==> src/rtl/rb_wr_ctrl.sv <==
// rb_wr_ctrl: write/read controller for the four-row NIP row buffer.
// One 32-bit BRAM holds four image rows, one row per byte lane. This block
// turns a raster pixel stream into BRAM address / byte enables / replicated
// data. It also drives the lane-rotation select of the downstream steering
// stage, so that the stage presents rows newest-to-oldest.
// Optional feature macro: RB_EOL_EN (adds win_eol / win_eof and a row counter).
module rb_wr_ctrl #(
    parameter int IMG_WIDTH  = 640,
    parameter int IMG_HEIGHT = 480,
    parameter int ADDR_W     = 10
) (
    input  logic              clk,
    input  logic              rst,
    input  logic [7:0]        pix_in,
    input  logic              pix_valid,
    input  logic              pix_sof,
    output logic              pix_ready,
    output logic [ADDR_W-1:0] bram_addr,
    output logic [3:0]        bram_we,
    output logic [31:0]       bram_din,
    input  logic [31:0]       bram_dout,
    output logic              steer_en,
    output logic [1:0]        steer_sel,
    output logic [7:0]        pix_d,
`ifdef RB_EOL_EN
    output logic              win_eol,
    output logic              win_eof,
`endif
    output logic              win_valid
);

    localparam logic [ADDR_W-1:0] LAST_COL = ADDR_W'(IMG_WIDTH - 1);

    typedef enum logic [1:0] {IDLE, FILL, RUN} state_t;

    state_t            state_reg, state_next;
    logic [ADDR_W-1:0] col_reg, col_next, col_eff;
    logic [1:0]        lane_reg, lane_next, lane_eff;
    logic [1:0]        fill_reg, fill_next, fill_eff;
    logic              ready_reg;
    logic              accept, take, last_col, run_pix;
    logic [3:0]        we_lane;
    logic [1:0]        sel_lane;
    logic [31:0]       din_rep;

    // Stage-1 side information travelling alongside the BRAM write
    logic              s1_valid_reg;
    logic [1:0]        s1_sel_reg;
    logic [7:0]        s1_pix_reg;
    logic              s1_win_reg;

    // Read data is consumed downstream; this block only aligns to it
    logic              dout_unused;
    assign dout_unused = ^bram_dout;

    assign pix_ready = ready_reg;
    assign accept    = pix_valid & ready_reg;

    // Replicate the pixel onto all four byte lanes
    generate
        for (genvar gi = 0; gi < 4; gi++) begin : g_rep
            assign din_rep[8*gi +: 8] = pix_in;
        end
    endgenerate

`ifdef RB_EOL_EN
    localparam int ROW_W = (IMG_HEIGHT > 1) ? $clog2(IMG_HEIGHT) : 1;
    localparam logic [ROW_W-1:0] LAST_ROW = ROW_W'(IMG_HEIGHT - 1);
    logic [ROW_W-1:0] row_reg, row_next, row_eff;
    logic             row_last;
    logic             s1_eol_reg, s1_eof_reg;
`else
    localparam int unused_height = IMG_HEIGHT;
`endif

    // Next-state, counter advance and per-pixel lane decode
    always_comb begin
        state_next = state_reg;
        col_next   = col_reg;
        lane_next  = lane_reg;
        fill_next  = fill_reg;
        // a sof pixel restarts the frame on itself
        col_eff    = pix_sof ? '0   : col_reg;
        lane_eff   = pix_sof ? 2'd0 : lane_reg;
        fill_eff   = pix_sof ? 2'd0 : fill_reg;
        take       = accept & (pix_sof | (state_reg != IDLE));
        last_col   = (col_eff == LAST_COL);
        run_pix    = (state_reg == RUN) & ~pix_sof;
        sel_lane   = 2'd0 - lane_eff;
        unique case (lane_eff)
            2'd0:    we_lane = 4'b0001;
            2'd1:    we_lane = 4'b1000;
            2'd2:    we_lane = 4'b0100;
            default: we_lane = 4'b0010;
        endcase
        if (take) begin
            col_next   = last_col ? '0 : col_eff + 1'b1;
            lane_next  = last_col ? lane_eff + 2'd1 : lane_eff;
            fill_next  = (last_col && fill_eff != 2'd3) ? fill_eff + 2'd1 : fill_eff;
            state_next = (fill_next == 2'd3) ? RUN : FILL;
        end
    end

`ifdef RB_EOL_EN
    // Row position within the frame; wraps silently past the last row
    always_comb begin
        row_eff  = pix_sof ? '0 : row_reg;
        row_last = (row_eff == LAST_ROW);
        row_next = row_reg;
        if (take) begin
            if (last_col) begin
                row_next = row_last ? '0 : row_eff + 1'b1;
            end else begin
                row_next = row_eff;
            end
        end
    end

    // Row counter register
    always_ff @(posedge clk or posedge rst) begin
        if (rst) begin
            row_reg <= '0;
        end else begin
            row_reg <= row_next;
        end
    end
`endif

    // FSM state and position counters
    always_ff @(posedge clk or posedge rst) begin
        if (rst) begin
            state_reg <= IDLE;
            col_reg   <= '0;
            lane_reg  <= 2'd0;
            fill_reg  <= 2'd0;
            ready_reg <= 1'b0;
        end else begin
            state_reg <= state_next;
            col_reg   <= col_next;
            lane_reg  <= lane_next;
            fill_reg  <= fill_next;
            ready_reg <= 1'b1;
        end
    end

    // Stage 1: BRAM write port plus side data waiting for the read data
    always_ff @(posedge clk or posedge rst) begin
        if (rst) begin
            bram_addr    <= '0;
            bram_we      <= 4'b0;
            bram_din     <= 32'b0;
            s1_valid_reg <= 1'b0;
            s1_sel_reg   <= 2'd0;
            s1_pix_reg   <= 8'd0;
            s1_win_reg   <= 1'b0;
`ifdef RB_EOL_EN
            s1_eol_reg   <= 1'b0;
            s1_eof_reg   <= 1'b0;
`endif
        end else begin
            s1_valid_reg <= take;
            bram_we      <= take ? we_lane : 4'b0;
            if (take) begin
                bram_addr  <= col_eff;
                bram_din   <= din_rep;
                s1_sel_reg <= sel_lane;
                s1_pix_reg <= pix_in;
                s1_win_reg <= run_pix;
`ifdef RB_EOL_EN
                s1_eol_reg <= last_col;
                s1_eof_reg <= last_col & row_last;
`endif
            end
        end
    end

    // Stage 2: steering controls aligned with bram_dout
    always_ff @(posedge clk or posedge rst) begin
        if (rst) begin
            steer_en  <= 1'b0;
            steer_sel <= 2'd0;
            pix_d     <= 8'd0;
            win_valid <= 1'b0;
`ifdef RB_EOL_EN
            win_eol   <= 1'b0;
            win_eof   <= 1'b0;
`endif
        end else begin
            steer_en  <= s1_valid_reg;
            win_valid <= s1_valid_reg & s1_win_reg;
`ifdef RB_EOL_EN
            win_eol   <= s1_valid_reg & s1_eol_reg;
            win_eof   <= s1_valid_reg & s1_eof_reg;
`endif
            if (s1_valid_reg) begin
                steer_sel <= s1_sel_reg;
                pix_d     <= s1_pix_reg;
            end
        end
    end

endmodule

==> config.mk <==
export PLATFORM = sky130hd
export DESIGN_NAME = rb_wr_ctrl
export DESIGN_NICKNAME = d
export VERILOG_FILES = /design/src/rtl/rb_wr_ctrl.sv
export SDC_FILE = /design/constraint.sdc
export NUM_CORES = 1
export LEC_CHECK = 0
export CAP_MARGIN = 40
export CORE_UTILIZATION = 49
export CTS_BUF_LIST = sky130_fd_sc_hd__clkbuf_4
export DETAILED_ROUTE_END_ITERATION = 16
export PLACE_DENSITY = 0.87
export RECOVER_POWER = 100
export SYNTH_ARGS = -nofsm -noshare
export SYNTH_HDL_FRONTEND = slang
export SYNTH_SLANG_ARGS = --single-unit
==> constraint.sdc <==
create_clock -name clk -period 5 [get_ports clk]
set_input_delay 1 -clock clk [delete_from_list [all_inputs] [get_ports clk]]
set_output_delay 1 -clock clk [all_outputs]
set_load 0.02 [all_outputs]
==> results of run 1 <==
path summary, 6_finish.rpt:
| path | cells after the start | slack [ns] | endpoint |
|---|---|---|---|
| max in group asynchronous | 3 | 1.79 | bram_addr[0] |
| min reg2reg | 2 | 0.49 | bram_addr[9] |
| max | 6 | 1.19 | col_reg[9] |
| min in group asynchronous | 2 | 1.28 | bram_addr[7] |
| min | 2 | 0.49 | bram_addr[9] |
| max reg2reg | 6 | 2.47 | col_reg[9] |
worst max-delay path: stages:
cell                            delay [ns]
sky130_fd_sc_hd__dlygate4sd3_1        0.70
sky130_fd_sc_hd__clkbuf_1             0.39
sky130_fd_sc_hd__or4b_1               0.69
sky130_fd_sc_hd__nor3_1               0.91
sky130_fd_sc_hd__nor2_1               0.08
sky130_fd_sc_hd__a221o_1              0.32
where the power goes:
group / total [mW] / internal [mW] / switching, mW
Clock: 0.237 / 0.103 / 0.133
Combinational: 0.337 / 0.152 / 0.184
Sequential: 0.556 / 0.503 / 0.0521
cell usage in the layout (no fill, tap or decap), types with 3 or more instances in the layout:
cell type and count:
sky130_fd_sc_hd__o31ai_1 3, sky130_fd_sc_hd__clkbuf_1 3, sky130_fd_sc_hd__nor3_1 3, sky130_fd_sc_hd__nand3_1 9, sky130_fd_sc_hd__o21ai_0 14, sky130_fd_sc_hd__clkbuf_4 5
sky130_fd_sc_hd__a22o_2 3, sky130_fd_sc_hd__ha_1 6, sky130_fd_sc_hd__mux2_2 11, sky130_fd_sc_hd__and3_1 4, sky130_fd_sc_hd__nor2_1 9, sky130_fd_sc_hd__nor2b_1 5
sky130_fd_sc_hd__nor4_1 3, sky130_fd_sc_hd__nand2b_1 9, sky130_fd_sc_hd__clkdlybuf4s50_1 9, sky130_fd_sc_hd__a21oi_1 7, sky130_fd_sc_hd__inv_1 5, sky130_fd_sc_hd__and2_0 4
sky130_fd_sc_hd__a31oi_1 3, sky130_fd_sc_hd__nand2_1 52, sky130_fd_sc_hd__dfrtp_1 55, sky130_fd_sc_hd__dlygate4sd3_1 61
per-layer routing:
| metal | global-route usage (%) | vias to the layer above | routed length (um) |
|---|---|---|---|
| met4 | 7.41 | 0 | 72 |
| met5 | 0 | - | 0 |
| met2 | 34.3 | 68 | 2590 |
| met3 | 4.37 | 6 | 250 |
| met1 | 20.8 | 946 | 2050 |
| li1 | - | 930 | - |
layout make-up:
| type | count | share of cell area [%] |
|---|---|---|
| repair buffers | 74 | 22.2 |
| clock buffers | 5 | 1.16 |
| flip-flops and latches | 55 | 42.4 |
| multi-input cells | 161 | 29.7 |
| clock inverters | 3 | 1.20 |
| well taps | 70 | 2.70 |
| inverters | 5 | 0.579 |
cell families after synthesis:
family | count (synthesis)
adder cells (fa/ha/maj) | 6
multiplexers | 12
other | 1
flip-flops | 55
AO/OA/AOI/OAI | 37
AND/OR/NAND/NOR | 105
buffers and inverters | 41
synthesized netlist by cell type:
cell,n
sky130_fd_sc_hd__a21oi_1,7
sky130_fd_sc_hd__buf_8,1
sky130_fd_sc_hd__inv_1,5
sky130_fd_sc_hd__clkbuf_8,1
sky130_fd_sc_hd__nand3_1,8
sky130_fd_sc_hd__buf_4,25
sky130_fd_sc_hd__nor2b_1,5
sky130_fd_sc_hd__nor2_1,9
sky130_fd_sc_hd__a31oi_1,3
sky130_fd_sc_hd__mux2_2,11
sky130_fd_sc_hd__a221o_1,1
sky130_fd_sc_hd__and4b_2,1
sky130_fd_sc_hd__o2bb2ai_1,1
sky130_fd_sc_hd__nand4b_2,1
sky130_fd_sc_hd__nor4_1,3
sky130_fd_sc_hd__nand2_1,52
sky130_fd_sc_hd__o211ai_1,2
sky130_fd_sc_hd__nand2b_1,9
sky130_fd_sc_hd__buf_1,2
sky130_fd_sc_hd__or4_4,1
sky130_fd_sc_hd__o31ai_1,3
sky130_fd_sc_hd__o21ai_0,14
sky130_fd_sc_hd__and3_1,4
sky130_fd_sc_hd__clkbuf_1,4
sky130_fd_sc_hd__mux2i_1,1
sky130_fd_sc_hd__conb_1,1
sky130_fd_sc_hd__nand3_2,1
sky130_fd_sc_hd__ha_1,6
sky130_fd_sc_hd__a211o_1,1
sky130_fd_sc_hd__or4b_4,1
sky130_fd_sc_hd__and2_1,5
sky130_fd_sc_hd__buf_2,1
sky130_fd_sc_hd__dfrtp_1,55
sky130_fd_sc_hd__nor3_1,2
sky130_fd_sc_hd__buf_6,2
sky130_fd_sc_hd__and4_1,1
sky130_fd_sc_hd__nor2_4,1
sky130_fd_sc_hd__a22o_2,3
sky130_fd_sc_hd__o311ai_0,1
sky130_fd_sc_hd__nor3_4,1
sky130_fd_sc_hd__o311ai_2,1
==> reports/summary.md, run 1 <==
Summing the areas of all compound-gate instances in the mapped netlist gives 9.18% of the synthesized area. The sum of negative setup slack came out at 0 ns. The initial antenna violation count is 0, and the number of nets in the synthesized netlist is 307. The design draws 1.13 mW. Counting the fill cells in the layout gives 397.

Setup repair after global routing left no endpoint under its margin. The instance area at placement is 0.00323 sq mm, and the count of cell types in the netlist is 41. The xor/xnor share of the synthesized area is 0%.

The highest attainable clock frequency was 262 MHz. The longest clock path from root to sink contains 2 buffers. TritonCTS built the clock tree. The flop and latch count out of synthesis works out to 55.

The area overhead of the layout relative to synthesis is 22.0%, and the post-route cell area is 0.00324 sq mm. For the critical path data required time, the log shows 5.28 ns. The detailed router finished its first iteration with 162 violations. The run finished, with violations left. The startpoint identified for the worst register-to-register timing path is col_reg[0].

Summing the sequential cell areas from Yosys gives 51.8% of the chip area. The logs give 0 for the count of cells resized by post-cts repair and 0.00517 sq mm for the area of the placeable core. Of all cell types, the one taking the most synthesized area is sky130_fd_sc_hd__dfrtp_1. Routability-driven placement finished with a final weighted congestion of 0.754. For the post-route clock skew, the log shows 0.00498 ns. Total power divided by cell area: 348 mW/mm^2. The run gives -2.95% as the relative max-transition margin. By area the synthesized netlist is led by sky130_fd_sc_hd__dfrtp_1 52%, sky130_fd_sc_hd__nand2_1 7.3%, sky130_fd_sc_hd__buf_4 7.1%, sky130_fd_sc_hd__mux2_2 4.7%, sky130_fd_sc_hd__ha_1 2.8%. Summed over all nets, the half-perimeter wirelength after detailed placement is 3470 um. Counting tap cells, the placed design contains a total of 365 instances.

The number of placement rows is 26. The chip height came out at 75.6 um. The count of input and output buffers is 70.

The share of the clock period used by the worst path after layout came out at 76.3%. The start-to-end type of the worst setup path is input pin to flop. The area taken by flip-flops and latches was 0.00138 sq mm; the largest fanout of any net on the critical path was 20. Measured along the x axis, the die boundary spans 75.6 um. The via count of the first global-routing pass was 1773; the final number of max-transition violations was 30. Once the floorplan was initialized, standard cells occupied 51.4% of the core. For the pin with the worst max-slew slack, the measured transition is 1.54 ns. The final reports fail on capacitance limit, slew limit. In the synthesized netlist, mux cells make up 5.04% of the area. For the worst hold slack, the log shows 0.490 ns. The worst hold path class was flop to flop. Summed over its instances, the top area cell type makes up 51.8% of the synthesized netlist area. Final standard cell utilization of the core: 62.7%.

The worst path meets setup with 1.19 ns of slack. The count of unresolved DRC violations after routing is 0, and the layout cell share with drive strength beyond 1 is 8.25%. Clock tree synthesis found a total of 55 sinks. In the final layout, the multi-input gates occupy 965 sq um. The analysis attributes to cell leakage a power of 1.58 nW. By area, the combinational part of the netlist is dominated by simple AND/OR/NAND/NOR gates. For this run, the number of Yosys warnings is 0. Clock-pin slew was measured on the worst setup and hold paths at 0.14 ns. The run gives 5 as the total clock buffers created by CTS. Dividing the detail-routed via count by the number of cells gives 5.23. The run gives 0 as the post-CTS setup buffer count.

The worst hold path begins at bram_addr[9]. The repair_antennas step left the layout with diodes totalling 0. In this run the cell area of the synthesized design comes to 0.00266 sq mm. In the global route stage, overall resource usage came out at 18.6%. The later-pin clock latency in the skew report was 0.37 ns.

Dividing the synthesized area by the synthesized cell count gives 10.3 sq um. The worst supply voltage drop on vdd is 161 uV, and the cell count after synthesis is 257. The remaining antenna violation count after routing is 0, and the share of synthesized cell area in full adder, half adder and majority cells is 2.82%. The final cell count without fillers was 373.

The tools report the count of maximum capacitance violations as 1. For the endpoint arrival time on the critical path, the log shows 4.09 ns. Setup violations remaining at the end of the flow were counted as 0. The total wire length came out at 4960 um. Clock tree synthesis selected as its root buffer the cell sky130_fd_sc_hd__clkbuf_4. For this design, the CTS-stage hold fixing added 0 buffers.

The tools report the setup slack at placement as 1.58 ns. Before antenna repair, the detailed router went through 4 iterations. For this design the top-level I/O count stands at 103.

The startpoint class of the critical path is an input pin. The tools report the launch point of the worst path as pix_sof. The first global-routing pass estimated 7910 um of wire.

The synthesized-area fraction occupied by and/or/nand/nor cells came out at 20.3%. The total overflow left after global routing is 0. The net count of the finished layout is 352. The final critical path time including I/O delays and setup was 3.81 ns; the total die area was 0.00572 sq mm. The via count of the routed design is 1950. The worst setup path is captured at a flop. The H-tree generated during clock tree synthesis spans 2 levels.

The final routed wire length divided by cell count was 13.3 um; the final hold violation count was 0. The largest net degree at the start of global routing was 49.
(Power assumes the default switching activity.)
==> run 2: changes to the inputs <==
CORE_UTILIZATION = 45   (was 49)
PLACE_DENSITY = 0.81   (was 0.87)
clock period = 3.7 ns   (was 5 ns; I/O delays follow)
==> run 2 against run 1 <==
The flow now finishes without violations. Clock skew up 0.0046 ns. Core utilization down 3.8 points. Non-clock buffer count grew 2. Sequential power grew 35%. Clock power grew 35%. Via count grew 0.46%. Critical path type unchanged. Critical endpoint is now col_reg[4]. Largest power group unchanged.
==> reports/summary.md, run 2 (synthesis results as in run 1) <==
The final routed wire length divided by cell count works out to 13.5 um (+1.7%). In the layout the commonest cells are 61 x sky130_fd_sc_hd__dlygate4sd3_1, 55 x sky130_fd_sc_hd__dfrtp_1, 52 x sky130_fd_sc_hd__nand2_1. The min-delay analysis places its worst path in the category flop to flop. The post-CTS clock slew at the launch and capture registers of the worst setup and hold paths is 0.14 ns (about the same), and the clock network fraction of total power is 20.8% (-0.2 points).

The worst register-to-register path begins at col_reg[0]. The count of cells resized by post-cts repair was 0 (unchanged). The worst setup path is launched from an input pin. Post-route clock skew: 0.00958 ns (+0.00460 ns).

Critical path data required time: 3.94 ns (-1.34 ns). For the total power after layout, the log shows 1.54 mW (+36%). Library cell appearing most often on the critical path: sky130_fd_sc_hd__buf_4. The total power divided by cell area works out to 466 mW/mm^2 (+34%).

The run finished with clean final reports. Buffer depth of the longest clock path: 2 (unchanged). TritonCTS built the clock tree.

For the combinational group share of total power, the log shows 30.2% (+0.4 points). The run gives 0 (-100%) as the final number of max-transition violations. The endpoint arrival time on the critical path was 3.16 ns (-0.93 ns); the fraction of power consumed by sequential logic was 49.0% (-0.2 points).

Leaving out fill and tap cells, the most frequent cell in the layout is sky130_fd_sc_hd__dlygate4sd3_1. The standby leakage power was 1.61 nW (+1.9%); the number of nets at the end of the flow was 354 (+0.57%). The average via count per standard cell is 5.21 (-0.34%).

Effective utilization at floorplan: 47.4% (-4.0 points). The delay of the slowest cell on the worst path came out at 0.65 ns (-0.26 ns). Setup repair after global routing left no endpoint under its margin. The number of diodes was 0 (unchanged). Traced cell by cell, the critical path runs through dlygate4sd3_1, clkbuf_1, o311ai_4, buf_4, buf_4, nor3_1, a21oi_1, o21ai_0. The via count of the first global-routing pass was 1787 (+0.79%); the highest attainable clock frequency was 343 MHz. The chip height was 78.9 um (+4.2%); the initial antenna violation count was 0 (unchanged). Clock net sink count: 55 (unchanged). The number of setup violations in the final report is 0 (unchanged). The sum of negative setup slack was 0 ns (unchanged); the count of maximum capacitance violations was 0 (-1). The die outline width is 78.9 um (+4.2%), and the area of the placeable core is 0.00561 sq mm (+8.4%). The root buffer cell chosen for the clock tree is sky130_fd_sc_hd__clkbuf_4. The number of top-level design ports is 103 (unchanged). Largest fanout of any net on the critical path: 22 (+10%). For the post-CTS setup buffer count, the log shows 0 (unchanged). The worst supply voltage drop on vdd was 231 uV (+43%); the count of unresolved DRC violations after routing was 0 (unchanged). The number of placement rows was 27 (+3.8%); the relative max-transition margin was 26.3% (+29 points). The transition time at the pin with the least slew margin is 1.10 ns (-0.440 ns). The final critical path time including I/O delays and setup was 2.92 ns; the count of input and output buffers was 70 (unchanged).

The layout cell share with drive strength beyond 1 came out at 10.5% (+2.3 points). For the remaining antenna violation count after routing, the log shows 0 (unchanged). The largest net degree at the start of global routing is 30 (-39%). The total wire length came out at 5080 um (+2.5%).

For the later-pin clock latency in the skew report, the log shows 0.37 ns (about the same). The largest individual stage delay along the critical path comes from the cell sky130_fd_sc_hd__dlygate4sd3_1. The tools report the source of the worst hold timing path as bram_addr[3]. The start-to-end type of the worst setup path was input pin to flop.

The tools report the total die area as 0.00622 sq mm (+8.7%). Internal power: 1.04 mW (+37%). Share of the clock period used by the worst path after layout: 78.9%. The switching part of the total was 32.5% (-0.22 points). For the first-pass iteration count of the detailed router, the log shows 4 (unchanged). For the final hold violation count, the log shows 0 (unchanged).

The tools report the routability congestion estimate as 0.779 (+3.3%). The post-DP HPWL is 3670 um (+5.5%). The global routing usage summed across all routing layers is 17.5% (-1.2 points), and the switching power is 0.500 mW (+35%). The tools report the residual overflow from global routing as 0 (unchanged).

The deepest level of the CTS H-tree was 2 (unchanged); the via count of the routed design was 1959 (+0.46%). The area overhead of the layout relative to synthesis is 24.2%. Tracing the worst setup path back leads to its startpoint at pix_sof. The first-pass GRT wire length is 8330 um (+5.2%). Total clock buffers created by CTS: 5 (unchanged). The type of destination of the critical path is a flop. The number of buffers inserted by hold repair at cts is 0 (unchanged), and the layout filler cell count is 461 (+16%).

The number of DRC violations after detailed-routing iteration 0 is 89 (-45%).
-- run 2: metrics by stage --
| step | setup WS (ns) | utilization, % | hold WS, ns | area (sq um) | cells |
|---|---|---|---|---|---|
| 6_report | 0.781 | 58.9 | 0.494 | 3300 | 376 |
| 3_5_place_dp | 0.608 | 57.7 | 0.470 | 3240 | 369 |
| 5_1_grt | 0.556 | 58.9 | 0.521 | 3300 | 376 |
| 2_1_floorplan | 1.39 | - | 0.380 | 2660 | 257 |
| 4_1_cts | 1.01 | 59.1 | 0.502 | 3310 | 376 |
| 3_3_place_gp | 0.644 | 57.7 | 0.459 | 3240 | 369 |
-- run 2: per-layer routing --
metal	up-vias	routed length [um]	track usage, %
li1	952	-	-
met1	938	2150	20.4
met2	61	2540	30.3
met3	8	274	3.79
met4	0	109	8.73
met5	-	0	0
-- run 2: cell type report --
| type | count | area (sq um) | area share (%) |
|---|---|---|---|
| Tap cell | 72 | 90.1 | 2.73 |
| Multi-Input combinational cell | 161 | 1000 | 30.4 |
| Timing Repair Buffer | 76 | 738 | 22.4 |
| Clock buffer | 6 | 45.0 | 1.36 |
| Inverter | 5 | 18.8 | 0.569 |
| Sequential cell | 55 | 1380 | 41.7 |
| Clock inverter | 1 | 30.0 | 0.910 |
-- run 2: power by group through the flow --
stage	registers (mW)	clock network (mW)	logic, mW
after floorplan	0.824	0	0.260
after global placement	0.764	0	0.498
after detailed placement	0.771	0	0.509
after CTS	0.758	0.326	0.510
after global routing	0.768	0.350	0.496
final	0.752	0.320	0.465
-- run 2: final timing paths --
path                                end  slack (ns)  depth (start not counted)
min in group asynchronous  bram_addr[7]        1.07                          2
max in group asynchronous    col_reg[2]        1.68                          3
min reg2reg                bram_addr[3]        0.49                          2
max reg2reg                 fill_reg[1]        1.61                          6
max                          col_reg[4]        0.78                          8
min                        bram_addr[3]        0.49                          2
-- run 2: critical path: cells and delay by family --
kind                   cells  cell delay, ns
buffers and inverters      4            1.56
AO/OA/AOI/OAI              3            0.76
AND/OR/NAND/NOR            1            0.08
==> run 3: changes to the inputs <==
CORE_UTILIZATION = 41   (was 45)
PLACE_DENSITY = 0.78   (was 0.81)
clock period = 2.4 ns   (was 3.7 ns; I/O delays follow)
==> run 3 against run 2 <==
Clock power grew 54%. Non-clock buffer count increased by 12. Design area increased by 2.6%. Core utilization shrank 3.3 points. Combinational power grew 57%. Critical path type unchanged.
==> reports/summary.md, run 3 (synthesis results as in run 1) <==
CTS placed an instance of sky130_fd_sc_hd__clkbuf_4 at the clock tree root. The count of cells along the worst register-to-register path is 6 (unchanged). The via count of the routed design was 1983 (+1.2%). The tools report the total die area as 0.00681 sq mm (+9.5%).

The critical path data required time is 2.68 ns (-1.26 ns), and the residual overflow from global routing is 0 (unchanged). The transition time at the pin with the least slew margin was 0.735 ns (-0.369 ns); the effective utilization at floorplan was 43.6% (-3.8 points). The area growth from synthesis to layout is 27.4%. For the count of unresolved DRC violations after routing, the log shows 0 (unchanged). The type of destination of the critical path is a flop. For the clock net sink count, the log shows 55 (unchanged). The area occupied by multi-input gates came out at 995 sq um (-0.75%). The number of nets at the end of the flow came out at 366 (+3.4%). The post-route clock skew is 0.0122 ns (+0.00266 ns). The number of cells traversed by the worst hold path was 2 (unchanged); the deepest level of the CTS H-tree was 2 (unchanged). The largest fanout of any net on the critical path is 16 (-27%). In the layout the commonest cells are 60 x sky130_fd_sc_hd__dlygate4sd3_1, 55 x sky130_fd_sc_hd__dfrtp_1, 52 x sky130_fd_sc_hd__nand2_1. Following the worst setup path forward leads to its endpoint at state_reg[0].

For the standby leakage power, the log shows 1.65 nW (+2.5%). Startpoint class of the critical path: an input pin. The largest net degree at the start of global routing was 38 (+27%). The count of input and output buffers is 70 (unchanged), and the final routed wire length divided by cell count is 13.2 um (-1.9%). Setup repair after global routing left no endpoint under its margin. For the number of placement rows, the log shows 28 (+3.7%). The logs give 5 (unchanged) for the total clock buffers created by CTS and 5180 um (+2.0%) for the total wire length.

Derived from the worst setup path, the maximum achievable clock frequency is 451 MHz. Count of maximum capacitance violations: 0 (unchanged). The first-pass iteration count of the detailed router is 4 (unchanged), and the chip height is 82.5 um (+4.6%).

The number of buffers inserted by hold repair at cts is 0 (unchanged), and the post-CTS setup buffer count is 0 (unchanged). The worst supply voltage drop on vdd was 420 uV (+82%). The number of DRC violations after detailed-routing iteration 0 was 138 (+55%). The total power divided by cell area came out at 703 mW/mm^2 (+51%). Critical register-to-register path startpoint: col_reg[7]. The number of setup violations in the final report was 0 (unchanged).

The relative max-transition margin came out at 50.9% (+25 points). For the met1 usage in global routing, the log shows 18.8% (-1.6 points). The logs give 0 (unchanged) for the final hold violation count and 0.00138 sq mm (unchanged) for the area taken by flip-flops and latches. The average via count per standard cell is 5.07 (-2.7%).

The run gives 2 (unchanged) as the buffer depth of the longest clock path. The final number of max-transition violations was 0 (unchanged); the first-pass GRT wire length was 8690 um (+4.3%). Number of diodes: 0 (unchanged).

For the remaining antenna violation count after routing, the log shows 0 (unchanged). After layout, the minimum clock period comes to 2.22 ns. The number of top-level design ports came out at 103 (unchanged). The share of the clock period used by the worst path after layout is 92.4%. For the reg-to-reg setup timing slack, the log shows 0.48 ns (-1.13 ns).

In this run the worst setup path begins at pix_sof. The tools report the via count of the first global-routing pass as 1912 (+7.0%). The worst register-to-register path ends at lane_reg[0].

The met2 capacity usage during global routing is 32.0% (+1.7 points), and the post-DP HPWL is 3790 um (+3.3%). The endpoint arrival time on the critical path was 2.50 ns (-0.66 ns). TritonCTS built the clock tree.

The global routing usage summed across all routing layers came out at 17.0% (-0.47 points). Worst hold path class: flop to flop. The post-CTS clock slew at the launch and capture registers of the worst setup and hold paths was 0.15 ns (about the same). Worst hold slack: 0.489 ns (-0.00552 ns). After global routing, the most crowded layer is met2.

The most common library cell in the layout ignoring fill and taps is sky130_fd_sc_hd__dlygate4sd3_1. Routability congestion estimate: 0.804 (+3.2%). The worst setup path is of the input pin to flop kind. The logs give 0.00610 sq mm (+8.7%) for the area of the placeable core and 518 (+12%) for the layout filler cell count. The sum of negative setup slack was 0 ns (unchanged); the initial antenna violation count was 0 (unchanged). The layout cell share with drive strength beyond 1 works out to 13.0% (+2.4 points). The count of cells resized by post-cts repair came out at 0 (unchanged).

The global routing met3 resource utilization is 3.63% (-0.17 points), and the die outline width is 82.5 um (+4.6%). For the later-pin clock latency in the skew report, the log shows 0.37 ns (about the same). The flow ran to the end, and the final reports show no timing, DRC or antenna violations.
==> run 3: stage by stage <==
stage | total power [mW] | setup slack, ns | utilization [%] | instances | instance area [sq um]
5_1_grt | 2.53 | 0.0986 | 55.5 | 391 | 3390
3_5_place_dp | 1.99 | -0.122 | 55.0 | 384 | 3360
6_report | 2.38 | 0.182 | 55.5 | 391 | 3390
3_3_place_gp | 1.96 | -0.0847 | 55.0 | 384 | 3360
4_1_cts | 2.48 | 0.263 | 56.3 | 391 | 3430
2_1_floorplan | 1.67 | 0.351 | - | 257 | 2660
==> run 3: report_power, final <==
group          total (mW)  leakage [nW]  switching [mW]  internal, mW
registers            1.16         0.719           0.110          1.05
logic               0.729         0.897           0.391         0.338
clock network       0.493        0.0373           0.279         0.214
total                2.38          1.65           0.779          1.60
==> run 3: worst min-delay path by stage <==
| stage | startpoint | to | slack [ns] |
|---|---|---|---|
| after floorplan | s1_valid_reg | steer_en | 0.38 |
| after global placement | s1_sel_reg[1] | s1_sel_reg[1] | 0.46 |
| after detailed placement | bram_addr[0] | bram_addr[0] | 0.47 |
| after CTS | rst | bram_addr[6] | 0.42 |
| after global routing | bram_addr[8] | bram_addr[8] | 0.51 |
| final | bram_addr[0] | bram_addr[0] | 0.49 |
==> run 3: layout make-up <==
type	count	share of cell area (%)
tap	75	2.77
timing repair buffer	88	24.4
sequential	55	40.7
clock buffer	5	1.11
multi-input combinational	161	29.4
inverter	5	0.554
clock inverter	2	1.11
==> run 3: routing by layer <==
metal  vias up  share of wire [%]
met5         -                  0
met4         0               0.93
met3         5                7.4
met2        66                 50
met1       946                 42
li1        966                  -
==> run 3: critical path, stage by stage <==
cell                              delay [ns]
sky130_fd_sc_hd__clkdlybuf4s50_1        0.56
sky130_fd_sc_hd__buf_4                  0.27
sky130_fd_sc_hd__o311ai_4               0.39
sky130_fd_sc_hd__clkbuf_1               0.43
sky130_fd_sc_hd__a21oi_1                0.13
sky130_fd_sc_hd__a22o_2                 0.23
